==> config.mk <==
export PLATFORM = sky130hd
export DESIGN_NAME = frame_addr_ctrl
export DESIGN_NICKNAME = d
export VERILOG_FILES = /design/src/rtl/frame_addr_ctrl.sv
export SDC_FILE = /design/constraint.sdc
export NUM_CORES = 1
export LEC_CHECK = 0
export CORE_ASPECT_RATIO = 0.6
export CORE_UTILIZATION = 56
export CTS_CLUSTER_DIAMETER = 60
export DETAILED_ROUTE_END_ITERATION = 16
export PLACE_DENSITY = 0.89
export SYNTH_ARGS = -nofsm -noshare
export SYNTH_HDL_FRONTEND = slang
export SYNTH_SLANG_ARGS = --single-unit
==> constraint.sdc <==
create_clock -name Clock -period 7.1 [get_ports Clock]
set_clock_uncertainty 0.2 [all_clocks]
set_input_delay 1.42 -clock Clock [delete_from_list [all_inputs] [get_ports Clock]]
set_output_delay 1.42 -clock Clock [all_outputs]
set_load 0.05 [all_outputs]
==> src/rtl/frame_addr_ctrl.sv <==
// Frame-buffer address controller: independent read/write SDRAM pixel address
// channels with auto-increment, direct pixel writes and double-buffered banks.
module frame_addr_ctrl #(
  parameter int unsigned H_RES     = 320,
  parameter int unsigned V_RES     = 240,
  parameter int unsigned ADDR_W    = 20,
  parameter int unsigned BANK_BASE = 131072,
  parameter int unsigned ROW_BASE  = 1,
  parameter int unsigned WRAP      = 1
) (
  input  logic              Clock,
  input  logic              Reset_n,
  input  logic              Read,
  input  logic              Write,
  input  logic              Mode,
  input  logic [9:0]        Row_Data,
  input  logic [9:0]        Col_Data,
  input  logic              R_Busy,
  input  logic              W_Busy,
  input  logic              Swap_Req,
  output logic [ADDR_W-1:0] R_Address,
  output logic [ADDR_W-1:0] W_Address,
  output logic              R_Done,
  output logic              W_Done,
  output logic              R_Frame_End,
  output logic              W_Frame_End,
  output logic              Coord_Err,
  output logic              Bank
);

  localparam int unsigned FRAME_SIZE = H_RES * V_RES;
  localparam int unsigned OFF_W      = (FRAME_SIZE > 1) ? $clog2(FRAME_SIZE) : 1;
  localparam logic [OFF_W-1:0]  LAST_OFF = OFF_W'(FRAME_SIZE - 1);
  localparam logic [ADDR_W-1:0] BANK1    = ADDR_W'(BANK_BASE);

  typedef enum logic {R_IDLE, R_WAIT} r_state_t;
  typedef enum logic {W_IDLE, W_WAIT} w_state_t;

  r_state_t         r_state_q, r_state_n;
  w_state_t         w_state_q, w_state_n;
  logic [OFF_W-1:0] r_off_q, r_off_n;
  logic [OFF_W-1:0] w_off_q, w_off_n;
  logic             bank_n;
  logic             pend_q, pend_n;
  logic             r_busy_q, w_busy_q;
  logic             r_done_n, w_done_n, r_fe_n, w_fe_n, cerr_n;
  logic             r_cmpl, w_cmpl, swap;
  logic             coord_bad;
  int unsigned      row_u, col_u;
  logic [OFF_W-1:0] load_off;

  function automatic logic [OFF_W-1:0] advance(input logic [OFF_W-1:0] off);
    if (off != LAST_OFF)
      return off + OFF_W'(1);
    else if (WRAP != 0)
      return '0;
    else
      return off;
  endfunction

  always_comb begin
    r_state_n = r_state_q;
    w_state_n = w_state_q;
    r_off_n   = r_off_q;
    w_off_n   = w_off_q;
    bank_n    = Bank;
    pend_n    = pend_q | Swap_Req;
    r_done_n  = 1'b0;
    w_done_n  = 1'b0;
    r_fe_n    = 1'b0;
    w_fe_n    = 1'b0;
    cerr_n    = 1'b0;
    swap      = 1'b0;

    row_u     = 32'(Row_Data);
    col_u     = 32'(Col_Data);
    coord_bad = (row_u < ROW_BASE) || ((row_u - ROW_BASE) >= V_RES) || (col_u >= H_RES);
    load_off  = OFF_W'((row_u - ROW_BASE) * H_RES + col_u);

    // Completion is a falling edge of busy seen while waiting.
    r_cmpl = (r_state_q == R_WAIT) && r_busy_q && !R_Busy;
    w_cmpl = (w_state_q == W_WAIT) && w_busy_q && !W_Busy;

    case (r_state_q)
      R_IDLE: if (Read) r_state_n = R_WAIT;
      R_WAIT: if (r_cmpl) begin
        r_state_n = R_IDLE;
        r_done_n  = 1'b1;
        r_off_n   = advance(r_off_q);
        r_fe_n    = (r_off_q == LAST_OFF) && (WRAP != 0);
      end
      default: r_state_n = R_IDLE;
    endcase

    case (w_state_q)
      W_IDLE: if (Write) begin
        if (!Mode) begin
          w_state_n = W_WAIT;
        end else if (coord_bad) begin
          cerr_n = 1'b1;
        end else begin
          w_state_n = W_WAIT;
          w_off_n   = load_off;
        end
      end
      W_WAIT: if (w_cmpl) begin
        w_state_n = W_IDLE;
        w_done_n  = 1'b1;
        w_off_n   = advance(w_off_q);
        w_fe_n    = (w_off_q == LAST_OFF) && (WRAP != 0);
      end
      default: w_state_n = W_IDLE;
    endcase

    // A pending swap lands on the read frame boundary and overrides any write-offset update.
    swap = r_fe_n && pend_q;
    if (swap) begin
      bank_n  = ~Bank;
      w_off_n = '0;
      pend_n  = Swap_Req;
    end
  end

  always_ff @(posedge Clock or negedge Reset_n) begin
    if (!Reset_n) begin
      r_state_q   <= R_IDLE;
      w_state_q   <= W_IDLE;
      r_off_q     <= '0;
      w_off_q     <= '0;
      Bank        <= 1'b0;
      pend_q      <= 1'b0;
      r_busy_q    <= 1'b0;
      w_busy_q    <= 1'b0;
      R_Done      <= 1'b0;
      W_Done      <= 1'b0;
      R_Frame_End <= 1'b0;
      W_Frame_End <= 1'b0;
      Coord_Err   <= 1'b0;
      R_Address   <= '0;
      W_Address   <= BANK1;
    end else begin
      r_state_q   <= r_state_n;
      w_state_q   <= w_state_n;
      r_off_q     <= r_off_n;
      w_off_q     <= w_off_n;
      Bank        <= bank_n;
      pend_q      <= pend_n;
      r_busy_q    <= R_Busy;
      w_busy_q    <= W_Busy;
      R_Done      <= r_done_n;
      W_Done      <= w_done_n;
      R_Frame_End <= r_fe_n;
      W_Frame_End <= w_fe_n;
      Coord_Err   <= cerr_n;
      R_Address   <= ADDR_W'(r_off_n) + (bank_n ? BANK1 : '0);
      W_Address   <= ADDR_W'(w_off_n) + (bank_n ? '0 : BANK1);
    end
  end

endmodule

==> flow_metrics.py <==
metrics = {
    "pwr": {
        "p_leak_nw": 1.825,
        "p_per_area_nw_per_um2": 317.7,
        "ir_drop_uv": 302.8,
    },
    "synth": {
        "synth-seq-cells": 46,
        "synthTopCellsByArea": "dfrtp_1 33%, ha_1 7.2%, xnor2_1 5.8%, nor2_1 4.2%, nand2_1 4.0%",
        "synthFlopType": "dfrtp_1",
        "synth_cell_type_count": 66,
        "synth_top_area_share_pct": 32.53,
        "synthesis.instances": 400,
        "netlist_area_um2": 3462,
        "avgSynthCellArea_um2": 8.655,
        "synthTopCellsByCount": "45 x dfrtp_1, 39 x nor2_1, 37 x nand2_1",
        "synth_area_leader_cell": "dfrtp_1",
        "ys_warn_count": 0,
        "synth_most_common_cell": "dfrtp_1",
        "ys_seq_area_share_pct": 33.29,
        "synthArstFlopShare_pct": 100.0,
        "synth-edff-count": 0,
    },
    "timing": {
        "layout_min_cycle_time_ns": 5.223,
        "worst_hold_slack_ns": 0.3153,
        "setup-tns-final_ns": 0,
        "max_freq_mhz": 191.5,
        "final_max_slew_viol_count": 0,
        "setup_viol": 0,
        "worstMarginPinSlew_ns": 1.031,
        "min_period_over_period_pct": 73.56,
        "grt_setup_unrepaired": "false",
        "hold_viol": 0,
        "maxSlewHeadroom_pct": 31.29,
    },
    "setup_path": {
        "crit_end": "W_Address[16]$_DFFE_PN0P_",
        "reg2regPathDepth": 7,
        "critPathCaptureType": "flop",
        "arrival_ns": 5.19,
        "path_class": "in2reg",
        "r2r_slack_ns": 4.05,
        "rr_endpoint": "w_off_q[4]$_DFFE_PN0P_",
        "cp_data_required_time_ns": 7.07,
        "start_kind": "input port",
        "crit_start": "Row_Data[1]",
        "crit_fanout": 3,
        "reg2reg_from": "r_off_q[10]$_DFFE_PN0P_",
    },
    "routing": {
        "routed_via_density": 6.112,
        "route.layer.met1.wl_mm": 3.984,
        "wl_mm": 8.772,
        "wl_met3_um": 803,
        "first_pass_iters": 5,
        "top_layer_used": "met4",
        "routedWlPerCell_um": 16.13,
        "drc_errors": 0,
        "via_count": 3325,
        "met2_length_mm": 3.842,
        "final_antenna_net_count": 0,
        "drtIter0Drc": 371,
    },
    "clocking": {
        "cts_buffer_depth": 2,
        "clock_latency_ns": 0.31,
        "ctsHtreeMaxLevel": 2,
        "cts_tree": "built",
        "cts_sinks": 46,
        "post_cts_resized": 0,
        "root_buffer": "clkbuf_8",
        "clkTransAtPathRegs_ns": 0.09,
        "ctsHoldBuffers": 0,
        "post_cts_buffers": 0,
        "cts_buffers": 5,
    },
    "layout": {
        "areaGrowthSynthToFinish_pct": 23.64,
        "multi_input_area_um2": 2140,
        "ff_latch_area_um2": 1152,
        "nFillCells": 406,
        "top_regs": "r_off_q x16, w_off_q x16, W_Address x2",
        "diodes": 0,
        "layout-drive-gt1-share_pct": 5.603,
        "final_core_util_pct": 74.39,
        "fin_nets": 513,
    },
    "placement": {
        "port_buffers": 69,
        "hpwlAfterDp_mm": 6.600,
        "gp_congestion": 0.9239,
    },
    "global_route": {
        "grt_max_degree": 47,
        "first_global_vias": 3122,
        "antenna_found_initial": 0,
        "grt-ovfl-total": 0,
        "grt_pass1_wl_mm": 14.63,
        "grt.total_usage_pct": 27.97,
    },
    "job": {
        "max_cap_violations": 0,
    },
    "die": {
        "coreArea_um2": 5754,
        "ios": 74,
        "die_area_um2": 6511,
        "die_w_um": 103.5,
        "rows": 21,
        "start_util_pct": 60.17,
        "die-height_um": 62.91,
    },
    "hold_path": {
        "min_path_type": "reg2reg",
    },
    "outcome": {
        "status": "finished clean",
    },
}
==> per-stage QoR <==
stage / total power, mW / setup WS (ns) / cells / instance area, um^2
after global placement: 1.129 / 1.666 / 536 / 4168
after detailed placement: 1.145 / 1.555 / 536 / 4168
after floorplan: 0.9149 / 2.246 / 403 / 3473
after CTS: 1.349 / 1.873 / 544 / 4280
after global routing: 1.429 / 1.591 / 544 / 4280
final: 1.360 / 1.877 / 544 / 4280
==> how the worst min path moves through the flow <==
stage,slack [ns],cells past startpoint,start,endpoint
final,0.32,2,r_state_q$_DFF_PN0_,r_state_q$_DFF_PN0_
after global routing,0.36,1,Bank$_DFF_PN0_,Bank$_DFF_PN0_
after CTS,0.31,2,r_state_q$_DFF_PN0_,r_state_q$_DFF_PN0_
after detailed placement,0.29,2,r_state_q$_DFF_PN0_,r_state_q$_DFF_PN0_
after global placement,0.28,2,r_state_q$_DFF_PN0_,r_state_q$_DFF_PN0_
after floorplan,0.26,2,r_state_q$_DFF_PN0_,r_state_q$_DFF_PN0_
==> metal layers <==
layer	vias up	global-route usage [%]
met4	0	7.428
met5	-	0
met1	1560	38.94
met2	172	43.71
met3	20	6.569
li1	1573	-
==> logic make-up (layout without fill, tap and decap cells) <==
group / after synthesis / in the layout / share of synthesized area [%]
fa+ha+maj: 22 / 22 / 8.385
compound gates: 89 / 89 / 19.26
other cells: 1 / 4 / 0.1083
buf+inv: 40 / 101 / 5.240
simple gates: 167 / 167 / 24.83
flops: 46 / 46 / 33.29
mux: 1 / 1 / 0.2891
xor+xnor: 34 / 34 / 8.601
==> where the power goes <==
part           leakage [nW]  switching (mW)  internal, mW
combinational          1.19           0.456         0.269
clock                0.0585          0.0956         0.106
sequential            0.577           0.108         0.325
==> placed cells by master (no fill, tap or decap), types with 4 or more instances in the layout <==
cell type / n
a21o_1: 4
a21oi_1: 13
a22o_1: 9
a31o_1: 4
and3_1: 7
clkbuf_8: 5
clkdlybuf4s50_1: 68
conb_1: 4
dfrtp_1: 45
ha_1: 20
inv_1: 23
nand2_1: 37
nand2b_1: 6
nand3_1: 16
nand4_1: 8
nor2_1: 39
nor3_1: 18
nor4_1: 7
o211ai_1: 4
o21ai_0: 11
o21ai_1: 5
o32ai_1: 5
or2_2: 5
or3_1: 4
xnor2_1: 23
xor2_1: 11
==> final cells by class <==
cell class | instances | area share (%)
multi-input cells | 317 | 49.99
clock buffers | 5 | 1.608
clock inverters | 3 | 1.023
repair buffers | 69 | 16.02
flip-flops and latches | 46 | 26.92
well taps | 80 | 2.338
inverters | 24 | 2.105
==> worst max-delay path: stages <==
cell and delay, ns:
clkdlybuf4s50_1 0.44, or2_2 0.35, nor2_1 0.13, xnor2_1 0.15, inv_1 0.09, ha_1 0.29
ha_1 0.24, fa_1 0.42, a211o_1 0.35, and3_1 0.20, o311ai_0 0.51, nand4_1 0.18
xnor2_1 0.19, xnor2_1 0.14, o22ai_1 0.08
(Power assumes the default switching activity.)
